**config.mk**
```make
export PLATFORM = sky130hd
export DESIGN_NAME = sprite_pos_ctrl
export DESIGN_NICKNAME = d
export VERILOG_FILES = /design/src/rtl/vga_pkg.sv /design/src/rtl/btn_debounce.sv /design/src/rtl/sprite_pos_ctrl.sv
export SDC_FILE = /design/constraint.sdc
export NUM_CORES = 1
export LEC_CHECK = 0
export ABC_AREA = 1
export BUFFER_PORTS_ARGS = -buffer_cell sky130_fd_sc_hd__buf_2
export CORE_MARGIN = 3
export CORE_UTILIZATION = 25
export CTS_CLUSTER_SIZE = 24
export DETAILED_ROUTE_END_ITERATION = 8
export PLACE_DENSITY = 0.37
export SETUP_SLACK_MARGIN = 0.02
export SLEW_MARGIN = 10
export SYNTH_ARGS = -nofsm -noshare
export SYNTH_HDL_FRONTEND = slang
export SYNTH_HIERARCHICAL = 1
export SYNTH_SLANG_ARGS = --single-unit
```
**constraint.sdc**
```tcl
create_clock -name clk -period 2.3 [get_ports clk]
set_clock_uncertainty 0.05 [all_clocks]
set_input_delay 0.23 -clock clk [delete_from_list [all_inputs] [get_ports clk]]
set_output_delay 0.23 -clock clk [all_outputs]
set_load 0.01 [all_outputs]
```
**src/rtl/vga_pkg.sv**
```systemverilog
// Shared video-timing defaults, position width, FSM state type and the
// saturating single-axis step used by the sprite position controller.
package vga_pkg;

    localparam int H_ACTIVE_DEF = 1920;
    localparam int V_ACTIVE_DEF = 1080;
    localparam int POS_W        = 11;
    localparam int CALC_W       = POS_W + 1;

    // Bit positions of the buttons inside the packed {U, D, L, R} vector
    localparam int BTN_R = 0;
    localparam int BTN_L = 1;
    localparam int BTN_D = 2;
    localparam int BTN_U = 3;

    typedef enum logic [1:0] {
        IDLE   = 2'd0,
        CALC   = 2'd1,
        COMMIT = 2'd2
    } fsm_state_t;

    // One axis step: dec alone moves toward 0, inc alone toward lim, both or
    // neither hold. The extra bit keeps cur+step from wrapping before the clamp.
    function automatic logic [CALC_W-1:0] axis_next(
        input logic [CALC_W-1:0] cur,
        input logic              dec,
        input logic              inc,
        input logic [CALC_W-1:0] step,
        input logic [CALC_W-1:0] lim
    );
        axis_next = cur;
        if (dec && !inc) begin
            axis_next = (cur >= step) ? cur - step : '0;
        end else if (inc && !dec) begin
            axis_next = (cur + step > lim) ? lim : cur + step;
        end
    endfunction

endpackage

```
**src/rtl/btn_debounce.sv**
```systemverilog
// Two-flop synchronizer followed by a consecutive-difference debouncer for
// one raw push-button.
module btn_debounce #(
    parameter int DB_CYCLES = 1485000
) (
    input  logic clk,
    input  logic rst,
    input  logic raw,
    output logic level
);

    localparam int CNT_W = (DB_CYCLES > 1) ? $clog2(DB_CYCLES) : 1;
    localparam logic [CNT_W-1:0] CNT_LAST = CNT_W'(DB_CYCLES - 1);

    logic [1:0]       sync;
    logic [CNT_W-1:0] cnt;

    // The counter only runs while the synchronized input disagrees with the
    // debounced level; the level flips on the DB_CYCLES-th such cycle in a row.
    always_ff @(posedge clk or negedge rst) begin
        if (!rst) begin
            sync  <= '0;
            cnt   <= '0;
            level <= 1'b0;
        end else begin
            sync <= {sync[0], raw};
            if (sync[1] == level) begin
                cnt <= '0;
            end else if (cnt == CNT_LAST) begin
                cnt   <= '0;
                level <= ~level;
            end else begin
                cnt <= cnt + CNT_W'(1);
            end
        end
    end

endmodule

```
**src/rtl/sprite_pos_ctrl.sv**
```systemverilog
// Moves a sprite's top-left corner by STEP pixels per frame from four
// debounced buttons, clamped to the visible area.
module sprite_pos_ctrl
    import vga_pkg::*;
#(
    parameter int H_ACTIVE  = H_ACTIVE_DEF,
    parameter int V_ACTIVE  = V_ACTIVE_DEF,
    parameter int OBJ_W     = 64,
    parameter int OBJ_H     = 64,
    parameter int STEP      = 4,
    parameter int DB_CYCLES = 1485000
) (
    input  logic             clk,
    input  logic             rst,
    input  logic             btnU,
    input  logic             btnD,
    input  logic             btnL,
    input  logic             btnR,
    input  logic             frame_tick,
    output logic [POS_W-1:0] pos_x,
    output logic [POS_W-1:0] pos_y,
    output logic             pos_upd,
    output fsm_state_t       state
);

    localparam logic [CALC_W-1:0] X_LIM  = CALC_W'(H_ACTIVE - OBJ_W);
    localparam logic [CALC_W-1:0] Y_LIM  = CALC_W'(V_ACTIVE - OBJ_H);
    localparam logic [CALC_W-1:0] STEP_C = CALC_W'(STEP);
    localparam logic [POS_W-1:0]  X_HOME = POS_W'((H_ACTIVE - OBJ_W) / 2);
    localparam logic [POS_W-1:0]  Y_HOME = POS_W'((V_ACTIVE - OBJ_H) / 2);

    logic [3:0]        btn_raw;
    logic [3:0]        btn_db;
    logic [3:0]        btn_lat;
    fsm_state_t        next_state;
    logic              latch_en;
    logic              load_en;
    logic [CALC_W-1:0] x_next;
    logic [CALC_W-1:0] y_next;

    assign btn_raw = {btnU, btnD, btnL, btnR};

    for (genvar i = 0; i < 4; i++) begin : g_btn
        btn_debounce #(.DB_CYCLES(DB_CYCLES)) u_db (
            .clk   (clk),
            .rst   (rst),
            .raw   (btn_raw[i]),
            .level (btn_db[i])
        );
    end

    always_ff @(posedge clk or negedge rst) begin
        if (!rst) begin
            state <= IDLE;
        end else begin
            state <= next_state;
        end
    end

    // A tick seen outside IDLE is simply dropped.
    always_comb begin
        next_state = state;
        latch_en   = 1'b0;
        load_en    = 1'b0;
        case (state)
            IDLE: begin
                if (frame_tick) begin
                    next_state = CALC;
                    latch_en   = 1'b1;
                end
            end
            CALC: begin
                next_state = COMMIT;
                load_en    = 1'b1;
            end
            COMMIT:  next_state = IDLE;
            default: next_state = IDLE;
        endcase
    end

    always_comb begin
        x_next = axis_next({1'b0, pos_x}, btn_lat[BTN_L], btn_lat[BTN_R], STEP_C, X_LIM);
        y_next = axis_next({1'b0, pos_y}, btn_lat[BTN_U], btn_lat[BTN_D], STEP_C, Y_LIM);
    end

    // The new position is clocked on the CALC->COMMIT edge, so it and pos_upd
    // are presented during the COMMIT cycle, two cycles after the tick.
    always_ff @(posedge clk or negedge rst) begin
        if (!rst) begin
            pos_x   <= X_HOME;
            pos_y   <= Y_HOME;
            pos_upd <= 1'b0;
            btn_lat <= '0;
        end else begin
            pos_upd <= 1'b0;
            if (latch_en) begin
                btn_lat <= btn_db;
            end
            if (load_en) begin
                pos_x   <= x_next[POS_W-1:0];
                pos_y   <= y_next[POS_W-1:0];
                pos_upd <= (x_next != {1'b0, pos_x}) || (y_next != {1'b0, pos_y});
            end
        end
    end

endmodule
```
Word-level counts from Yosys, hierarchy flattened
Index checks and enable logic that the tools add are counted.
- equal/unequal tests: 12
- reduce and logical (&&, ||, !) cells: 14
- add/subtract/negate cells: 8
- mux-type cells: 22
- order comparisons: 4
- bitwise logic cells: 8
- operator list (operator ; count):
    2-to-1 mux 21 bit ; 8
    2-to-1 mux 12 bit ; 8
    adder 21 x 1 -> 21 bit, second input constant ; 4
    == test 21 bit, second input constant ; 4
    adder 11 x 3 -> 12 bit, second input constant ; 2
    inequality test 12 x 11 -> 1 bit ; 2
    subtractor 11 x 3 -> 12 bit, second input constant ; 2
    >= comparator 11 x 3 -> 1 bit, second input constant ; 2
    greater-than comparator 12 x 10 -> 1 bit, second input constant ; 1
    greater-than comparator 12 x 11 -> 1 bit, second input constant ; 1
    NOT 1 bit ; 8
    AND reduction 2 bit ; 4
    == test 1 bit ; 4
    logical AND 1 bit ; 4
    logical NOT 1 bit ; 4
    2-to-1 mux 1 bit ; 4
    one-hot mux 2 bit (2 select lines) ; 1
    == test 2 x 1 -> 1 bit, second input constant ; 1
    logical NOT 2 bit ; 1
    2-to-1 mux 2 bit ; 1
    inequality test 2 bit, second input constant ; 1
    logical OR 1 bit ; 1
- register bits after elaboration: 125
- logic and storage cells: 85
- input bits: 7
- output and inout bits: 25

Depth between registers and ports, before layout
Gate-level depths: netlist of the first run.
- depth after elaboration: 8
- mapped depth: 21
- depth with buffers taken out: 21

By module
Netlist of the first run, hierarchy kept.
- modules (own cells, without submodules) (module ; cells an instance ; area an instance (um^2) ; seq. area each (um^2) ; times used):
    btn_debounce ; 193 ; 1402.6 ; 600.6 ; 4
    sprite_pos_ctrl ; 454 ; 2844.0 ; 739.5 ; 1

Worst setup path before layout of the first run
OpenSTA, ideal clock, no wires.
- path type: reg2reg
- start: reg pos_y[2]
- end: reg pos_upd
- setup time: 0.116 ns
- clock period less this slack: 2.327 ns
- stages on the path, launching flop included: 19
- path buffers: 0
- path slack: -0.027 ns
- arrival time: 2.161 ns
- data required time: 2.134 ns
- cell sequence: dfstp_2 > inv_1 > ha_1 > nand2_2 > inv_2 > nand2_1 > nor2_1 > nand2_1 > inv_2 > nand2_2 > clkinv_2 > o21ai_0 > nand3_1 > nand2_1 > nand3_1 > nor2_1 > nand2_1 > nor2_1 > nor2_1
- longest elaborated chain between the ends: 8
- elaborated cells between the ends (all ways): 11
- those cells by class: 2 x add/sub; 2 x order compare; 1 x eq/ne; 5 x mux; 1 x reduce/logical
- ends and longest elaborated chain (what ; RTL line ; RTL):
    start, declared ; sprite_pos_ctrl.sv:21 ; output logic [POS_W-1:0] pos_y,
    start signal, assigned ; sprite_pos_ctrl.sv:101 ; pos_y <= y_next[POS_W-1:0];
    adder 11 x 3 -> 12 bit ; vga_pkg.sv:35 ; axis_next = (cur + step > lim) ? lim : cur + step;
    greater-than comparator 12 x 10 -> 1 bit ; vga_pkg.sv:35 ;
    2-to-1 mux 12 bit ; vga_pkg.sv:35 ;
    2-to-1 mux 12 bit ; vga_pkg.sv:34 ; end else if (inc && !dec) begin
    2-to-1 mux 12 bit ; vga_pkg.sv:32 ; if (dec && !inc) begin
    inequality test 12 x 11 -> 1 bit (*) ; sprite_pos_ctrl.sv:102 ; pos_upd <= (x_next != {1'b0, pos_x}) || (y_next != {1'b0, pos_y});
    logical OR 1 bit (*) ; sprite_pos_ctrl.sv:102 ;
    2-to-1 mux 1 bit (*) ; sprite_pos_ctrl.sv:99 ; if (load_en) begin
    end signal, assigned ; sprite_pos_ctrl.sv:102 ;
    end, declared ; sprite_pos_ctrl.sv:22 ; output logic pos_upd,
Every way passes the cells marked *; elsewhere a longest branch is shown, timed or not.
A chain may end at the register's enable or synchronous reset.

Worst setup path after layout of the first run
Ends and elaborated chain as after synthesis.

==> flow_summary_export.csv, run 1 <==
group,metric,value,unit
outcome,run_status,"finished, violations left",
outcome,violations_in_the_final_reports,"negative setup slack",
sta,slew_headroom,0.641,
setup_path,crit_path_max_fanout,5,
setup_path,crit-reg2reg-capture,"pos_upd",
setup_path,cp_cell_sequence,"inv_2 -> ha_4 -> nand3_2 -> nor2_2 -> nand2_1 -> nor2_2 -> nand3_2 -> nand2_2 -> nand2_4 -> o211ai_1 -> nand2_1 -> nand2_1 -> nand3_2 -> nor2_1 -> nand2_1 -> nor2_1 -> nor2_1",
cells_and_area,finalNonFillerCells,1810,
clocking,tritoncts_num_sinks,125,
clocking,cts.htree.levels,4,
pwr,p_total,0.00780,W
setup_path,worstReg2RegStart,"pos_y[2]",
floorplanning,x_dimension_of_the_die,190,microns
pwr,vdd_ir_drop_max,0.494,mV
grt,grt_overflow,0,
placement,placed_cells,1768,
synthesis,synthDominantCellAreaShare,0.337,
floorplanning,initial_core_util,0.257,
synthesis,synthArstFlopShare,1.00,
setup_path,reg2reg_depth,17,
cells_and_area,filler_cell_count,3563,
detailed_routing,detail_route.drc_violations,0,
pwr,power-per-cell-area,741,nW/um^2
pwr,comb_power_share,0.322,
floorplanning,io_pins,32,
synthesis,top_area_cells_in_the_synthesized_netlist,"dfrtp_1 (34%), nand2_1 (13%), nor2_1 (10%)",
detailed_routing,drt_wirelength,23600,microns
sta,drv_slew,0,
setup_path,critPathRequiredTime,2.55,ns
setup_path,start_kind,"flip-flop",
sta,tightestPinTransition,0.539,ns
synthesis,yosysTopAreaCell,"dfrtp_1",
pwr,clockPowerShare,0.359,
sta,setup_viol_count_final,2,
grt,antenna_found_initial,0,
setup_path,worstSetupEndpointType,"flip-flop",
grt,pin_count_of_the_biggest_net_entering_global_routing,50,
floorplanning,die-height,190,microns
detailed_routing,final_antenna_net_count,0,
grt,globalRouteTotalUtil,0.136,
sta,grt_setup_unrepaired,"true",
synthesis,synthesis.area,8450,sq um
sta,final_min_period_over_clock_period,1.05,
setup_path,rrSetupSlack,-0.12,ns
pwr,power.sequential.fraction,0.319,
grt,grt_pass1_wl,39800,microns
synthesis,synth_cell_type_count,38,
run,cap_viol_max_count,0,
hold_path,min-delay-start,"frame_tick",
pwr,power.internal,0.00522,W
synthesis,synth_warnings,6,
cells_and_area,insertedDiodeCount,0,
sta,fin_crit,2.42,ns
placement,buffer_ports.inserted,31,
floorplanning,std_cell_rows,66,
setup_path,cpMaxStageDelayCell,"dfstp_2",
detailed_routing,drt-wirelength-per-cell,13.0,microns
sta,report.final.hold_viol_count,0,
setup_path,cp_slowest_stage_delay,0.61,ns
pwr,power.share.switching,0.331,
synthesis,synth-edff-count,0,
hold_path,hold_end,"btn_lat[3]",
sta,final_critical_path_setup_slack,-0.123,ns
placement,place.detailed.hpwl,17600,microns
cells_and_area,final_nets,1374,
floorplanning,design.core.area,32900,sq um
detailed_routing,detailroute.via_count,7907,
detailed_routing,drt_first_iter_violations,421,
synthesis,synth_area_per_cell,6.90,sq um
clocking,cts.clk_slew.worst_paths,0.06,ns
cells_and_area,layout-drive-gt1-share,0.211,
sta,fmaxAchievable,413,MHz
clocking,numCtsBuffers,17,
pwr,netSwitchingPower,0.00258,W
detailed_routing,vias_per_cell,4.37,
sta,finalHoldWorstSlack,0.0457,ns
floorplanning,dieArea,36100,sq um
cells_and_area,area_growth_syn_to_layout,24.5,%
synthesis,mappedNetlistNets,1245,
synthesis,synth.yosys.seq_area_share,0.372,
cells_and_area,ff_latch_area,3140,sq um
setup_path,critical_path_class,"reg -> reg",
clocking,clkLatencyLatePin,0.43,ns
setup_path,critical_path.most_common_cell,"nand2_1",
synthesis,synthFlopType,"dfrtp_1",
hold_path,hold_class,"in -> reg",
clocking,root_buffer,"clkbuf_16",
cells_and_area,multiInputGateArea,4660,sq um
synthesis,postSynthRegisterBits,125,
grt,first_global_vias,7694,
clocking,largest_buffer_count_on_any_clock_path,2,
placement,gpl.final_weighted_congestion,0.822,
hold_path,worst_hold_path.num_cells,4,
pwr,p_leak,4.76,nW
clocking,tritoncts,"done",
detailed_routing,drt_first_pass_iters,5,
synthesis,post_synth_inst_count,1226,
setup_path,timing.critical_path.arrival,2.67,ns
cells_and_area,finish.utilization,0.320,
repair_timing:
action                                  4_1_cts  5_1_grt
pin swaps                                     3       10
gates resized for setup                      10       20
endpoints found under the setup margin        1        8
hold endpoints to repair                     42        0
buffers inserted                              2        3
hold buffers                                  5        0
cells by family after synthesis:
logic type	count (synthesis)	synth area share
XOR/XNOR	41	0.0460
buffers and inverters	184	0.0900
flip-flops	125	0.372
AO/OA/AOI/OAI	98	0.0611
AND/OR/NAND/NOR	766	0.413
adder cells (fa/ha/maj)	12	0.0178
power groups by stage:
stage / logic [W] / registers [W] / clock network [W]
5_1_grt: 0.00279 / 0.00251 / 0.00301
6_report: 0.00251 / 0.00249 / 0.00280
3_3_place_gp: 0.00242 / 0.00252 / 0
3_5_place_dp: 0.00241 / 0.00252 / 0
2_1_floorplan: 0.00122 / 0.00254 / 0
4_1_cts: 0.00247 / 0.00249 / 0.00290
cells in the mapped netlist (13+ instances only):
cell,count
nand2_2,37
dfrtp_1,114
xor2_1,24
inv_2,13
a21oi_1,37
nor3_1,22
o21ai_0,40
nand3_1,102
xnor2_1,13
inv_1,143
buf_2,15
nand4_1,37
nor2_4,16
nand2_1,291
nor2_1,234
metrics by stage:
stage | setup WS (ns) | area, sq um | TNS [ns]
after CTS | -0.117 | 10400 | -0.134
after detailed placement | -0.184 | 9720 | -0.184
final | -0.123 | 10500 | -0.217
after global routing | -0.264 | 10500 | -0.541
after global placement | -0.214 | 9720 | -0.214
after floorplan | 0.0206 | 8450 | 0
placed cells by master (no fill, tap or decap), types with 3 or more instances in the layout:
cell type      count
buf_2             30
nor2_1           230
clkbuf_16         17
o21a_1             4
clkinv_1           3
xor2_1            23
inv_2             15
nor2_4            17
nand3_1           99
nor3_1            22
inv_1            140
bufinv_16          3
o21ai_1            8
xnor2_1           13
clkinvlp_4         5
a21oi_1           37
dlygate4sd3_1      5
buf_4             96
nand2_2           39
clkbuf_1           3
nor4_2             4
dfrtp_1          113
nand2_1          288
a211oi_1           3
o21ai_2            4
nand4_1           37
xor2_2             5
o21ai_0           37
ha_1               9
nor2_2             7
nand3_4            3
nor3_2             6
nand3_2           10
dfstp_2           11
state kept, by name, indices dropped and copies added, names as in the netlist:
signal,count
state,2
pos_y,11
pos_x,11
btn_lat,4
pos_upd,1
g_btn.u_db/level,4
g_btn.u_db/cnt,84
g_btn.u_db/sync,8
cell type report:
cell class	count	area share
Multi-Input combinational cell	917	0.443
Sequential cell	125	0.299
Timing Repair Buffer	134	0.0915
Inverter	160	0.0576
Tap cell	442	0.0525
Clock buffer	22	0.0441
Clock inverter	10	0.0132
worst max-delay path by stage:
stage / from / end / slack (ns) / depth (start not counted)
final: pos_y[2] / pos_upd / -0.12 / 17
after global routing: pos_y[2] / pos_upd / -0.26 / 18
after CTS: pos_y[2] / pos_upd / -0.12 / 17
after detailed placement: pos_y[2] / pos_upd / -0.18 / 18
after global placement: pos_y[3] / pos_upd / -0.21 / 18
after floorplan: pos_y[2] / pos_upd / 0.02 / 20
worst max-delay path: cells and delay by family, from the launching register on:
family | cells | cell delay [ns]
AOI/OAI and AO/OA | 1 | 0.11
adders and majority gates | 1 | 0.27
buffers and inverters | 1 | 0.07
and+or+nand+nor | 14 | 1.19
DFF | 1 | 0.61
routing by layer:
layer | wire length (microns) | global-route usage | vias up
met1 | 11900 | 0.190 | 3664
met4 | 333 | 0.0421 | 0
met2 | 10700 | 0.218 | 88
met3 | 586 | 0.0203 | 19
li1 | - | - | 4136
met5 | 0 | 0 | -
Power figures use the tool's default switching activity.
==> inputs of run 2 (changes only) <==
PLACE_DENSITY = not set   (was 0.37)
==> flow_summary_export.csv, run 2 (synthesis results as in run 1) <==
group,metric,value,unit
pwr,clockPowerShare,0.359,
detailed_routing,vias_per_cell,4.39,
pwr,netSwitchingPower,0.00260,W
outcome,violations_in_the_final_reports,"negative setup slack",
pwr,power.internal,0.00502,W
cells_and_area,largest_register_ff_count,84,
clocking,largest_buffer_count_on_any_clock_path,2,
detailed_routing,final_antenna_net_count,0,
grt,grt_overflow,0,
cells_and_area,area_growth_syn_to_layout,21.5,%
cells_and_area,layout_top_registers,"g_btn.u_db/cnt (84), pos_x (11), pos_y (11)",
pwr,power.sequential.fraction,0.328,
cells_and_area,finish.utilization,0.312,
setup_path,critical_path_class,"reg -> reg",
setup_path,start_kind,"flip-flop",
pwr,comb_power_share,0.313,
placement,buffer_ports.inserted,31,
sta,finalHoldWorstSlack,0.139,ns
detailed_routing,drt_first_iter_violations,523,
sta,grt_setup_unrepaired,"true",
setup_path,critPathRequiredTime,2.55,ns
hold_path,hold_class,"in -> reg",
sta,final_min_period_over_clock_period,1.03,
sta,report.final.hold_viol_count,0,
clocking,tritoncts,"done",
detailed_routing,detail_route.drc_violations,0,
sta,setup-tns-final,-0.0631,ns
pwr,power-per-cell-area,742,nW/um^2
clocking,clkLatencyLatePin,0.42,ns
placement,gpl.final_weighted_congestion,0.898,
sta,setup_viol_count_final,1,
grt,globalRouteTotalUtil,0.119,
floorplanning,die-height,190,microns
pwr,vdd_ir_drop_max,0.387,mV
detailed_routing,drt_first_pass_iters,6,
clocking,numCtsBuffers,17,
pwr,p_leak,4.61,nW
clocking,cts.clk_slew.worst_paths,0.07,ns
cells_and_area,registers.top_by_ff_count,"g_btn.u_db/cnt",
run,cap_viol_max_count,0,
clocking,cts.htree.levels,4,
grt,grt_pass1_wl,35500,microns
sta,fmaxAchievable,423,MHz
cells_and_area,layout_common_cells,"nand2_1 (288), nor2_1 (233), inv_1 (141), dfrtp_1 (114), nand3_1 (100)",
floorplanning,initial_core_util,0.257,
clocking,tritoncts_num_sinks,125,
floorplanning,x_dimension_of_the_die,190,microns
grt,pin_count_of_the_biggest_net_entering_global_routing,56,
placement,place.detailed.hpwl,15500,microns
pwr,p_total,0.00763,W
floorplanning,dieArea,36100,sq um
floorplanning,std_cell_rows,66,
detailed_routing,drt_wirelength,20900,microns
cells_and_area,finalNonFillerCells,1780,
sta,fin_crit,2.36,ns
cells_and_area,mostFrequentLayoutCell,"nand2_1",
cells_and_area,layout-drive-gt1-share,0.189,
sta,tightestPinTransition,0.513,ns
detailed_routing,detailroute.via_count,7817,
grt,first_global_vias,7437,
pwr,power.share.switching,0.341,
setup_path,crit_path_max_fanout,6,
sta,final_critical_path_setup_slack,-0.0631,ns
detailed_routing,drt-wirelength-per-cell,11.7,microns
floorplanning,design.core.area,32900,sq um
sta,slew_headroom,0.656,
setup_path,timing.critical_path.arrival,2.61,ns
sta,drv_slew,0,
grt,antenna_found_initial,0,
placement,placed_cells,1737,
setup_path,worstSetupEndpointType,"flip-flop",
outcome,run_status,"finished, violations left",
clocking,root_buffer,"clkbuf_16",
floorplanning,io_pins,32,
cells_and_area,insertedDiodeCount,0,
cells_and_area,final_nets,1344,
==> run 2: changes by cell type in the layout (fill, tap and decap cells not counted), moves of 2 or more <==
cell | before | now
buf_4 | 96 | 67
nor2_1 | 230 | 233
inv_6 | 0 | 5
nor2_2 | 7 | 5
clkinvlp_4 | 5 | 3
clkbuf_1 | 3 | 1
clkinv_4 | 1 | 3
nor3_1 | 22 | 20
clkinv_2 | 2 | 0
==> run 2: cell type report <==
type / instances / area, sq um
clock buffers: 19 / 443
clock inverters: 13 / 155
fillers: 3507 / 22700
inverters: 160 / 608
multi-input cells: 917 / 4640
flip-flops and latches: 125 / 3140
well taps: 442 / 553
repair buffers: 104 / 734
==> run 2: repair_timing <==
item,in CTS,in global routing
gates cloned,0,0
pin swaps,0,11
hold endpoints to repair,44,0
setup endpoints to repair,1,9
setup buffers,1,5
hold buffers,5,0
gates resized for setup,12,10
==> run 2: power by group through the flow <==
stage	Combinational (W)	Sequential (W)	Clock, W
3_5_place_dp	0.00215	0.00252	0
5_1_grt	0.00266	0.00252	0.00292
2_1_floorplan	0.00122	0.00254	0
6_report	0.00239	0.00250	0.00274
4_1_cts	0.00226	0.00249	0.00281
3_3_place_gp	0.00216	0.00252	0
==> run 2: per-layer routing <==
metal	up-vias	share of wire	GRT usage
met4	0	0.015	0.0384
met3	24	0.032	0.0252
met1	3592	0.48	0.155
met5	-	0	0
li1	4088	-	-
met2	113	0.47	0.199
==> run 2: path summary, 6_finish.rpt <==
check | startpoint | end | slack, ns | cells past startpoint
max reg2reg | pos_y[2] | pos_upd | -0.06 | 17
min in group asynchronous | rst | g_btn[2].u_db/sync[0] | 0.26 | 2
max | pos_y[2] | pos_upd | -0.06 | 17
min | frame_tick | btn_lat[3] | 0.14 | 4
max in group asynchronous | rst | g_btn[3].u_db/cnt[5] | 1.21 | 3
min reg2reg | g_btn[2].u_db/sync[0] | g_btn[2].u_db/sync[1] | 0.30 | 0
==> run 2: per-stage QoR <==
step / worst slack [ns] / area (sq um)
global route: -0.289 / 10300
finish: -0.0631 / 10300
floorplan: 0.0206 / 8450
global placement: -0.108 / 9490
detailed placement: -0.0965 / 9490
CTS: -0.0599 / 10200
==> run 2: critical path, cell delays in order, from the launching register on <==
cell and delay [ns]:
dfstp_2 0.59, buf_4 0.13, ha_1 0.14, inv_1 0.05, nor3_2 0.15, nand3_1 0.16
nand2_4 0.14, clkinv_4 0.09, o21ai_2 0.15, nand2_2 0.08, nand2_1 0.05, nand2_1 0.05
inv_1 0.05, nand3_1 0.06, nor2_1 0.11, nand2_1 0.06, nor2_1 0.08, nor2_1 0.04
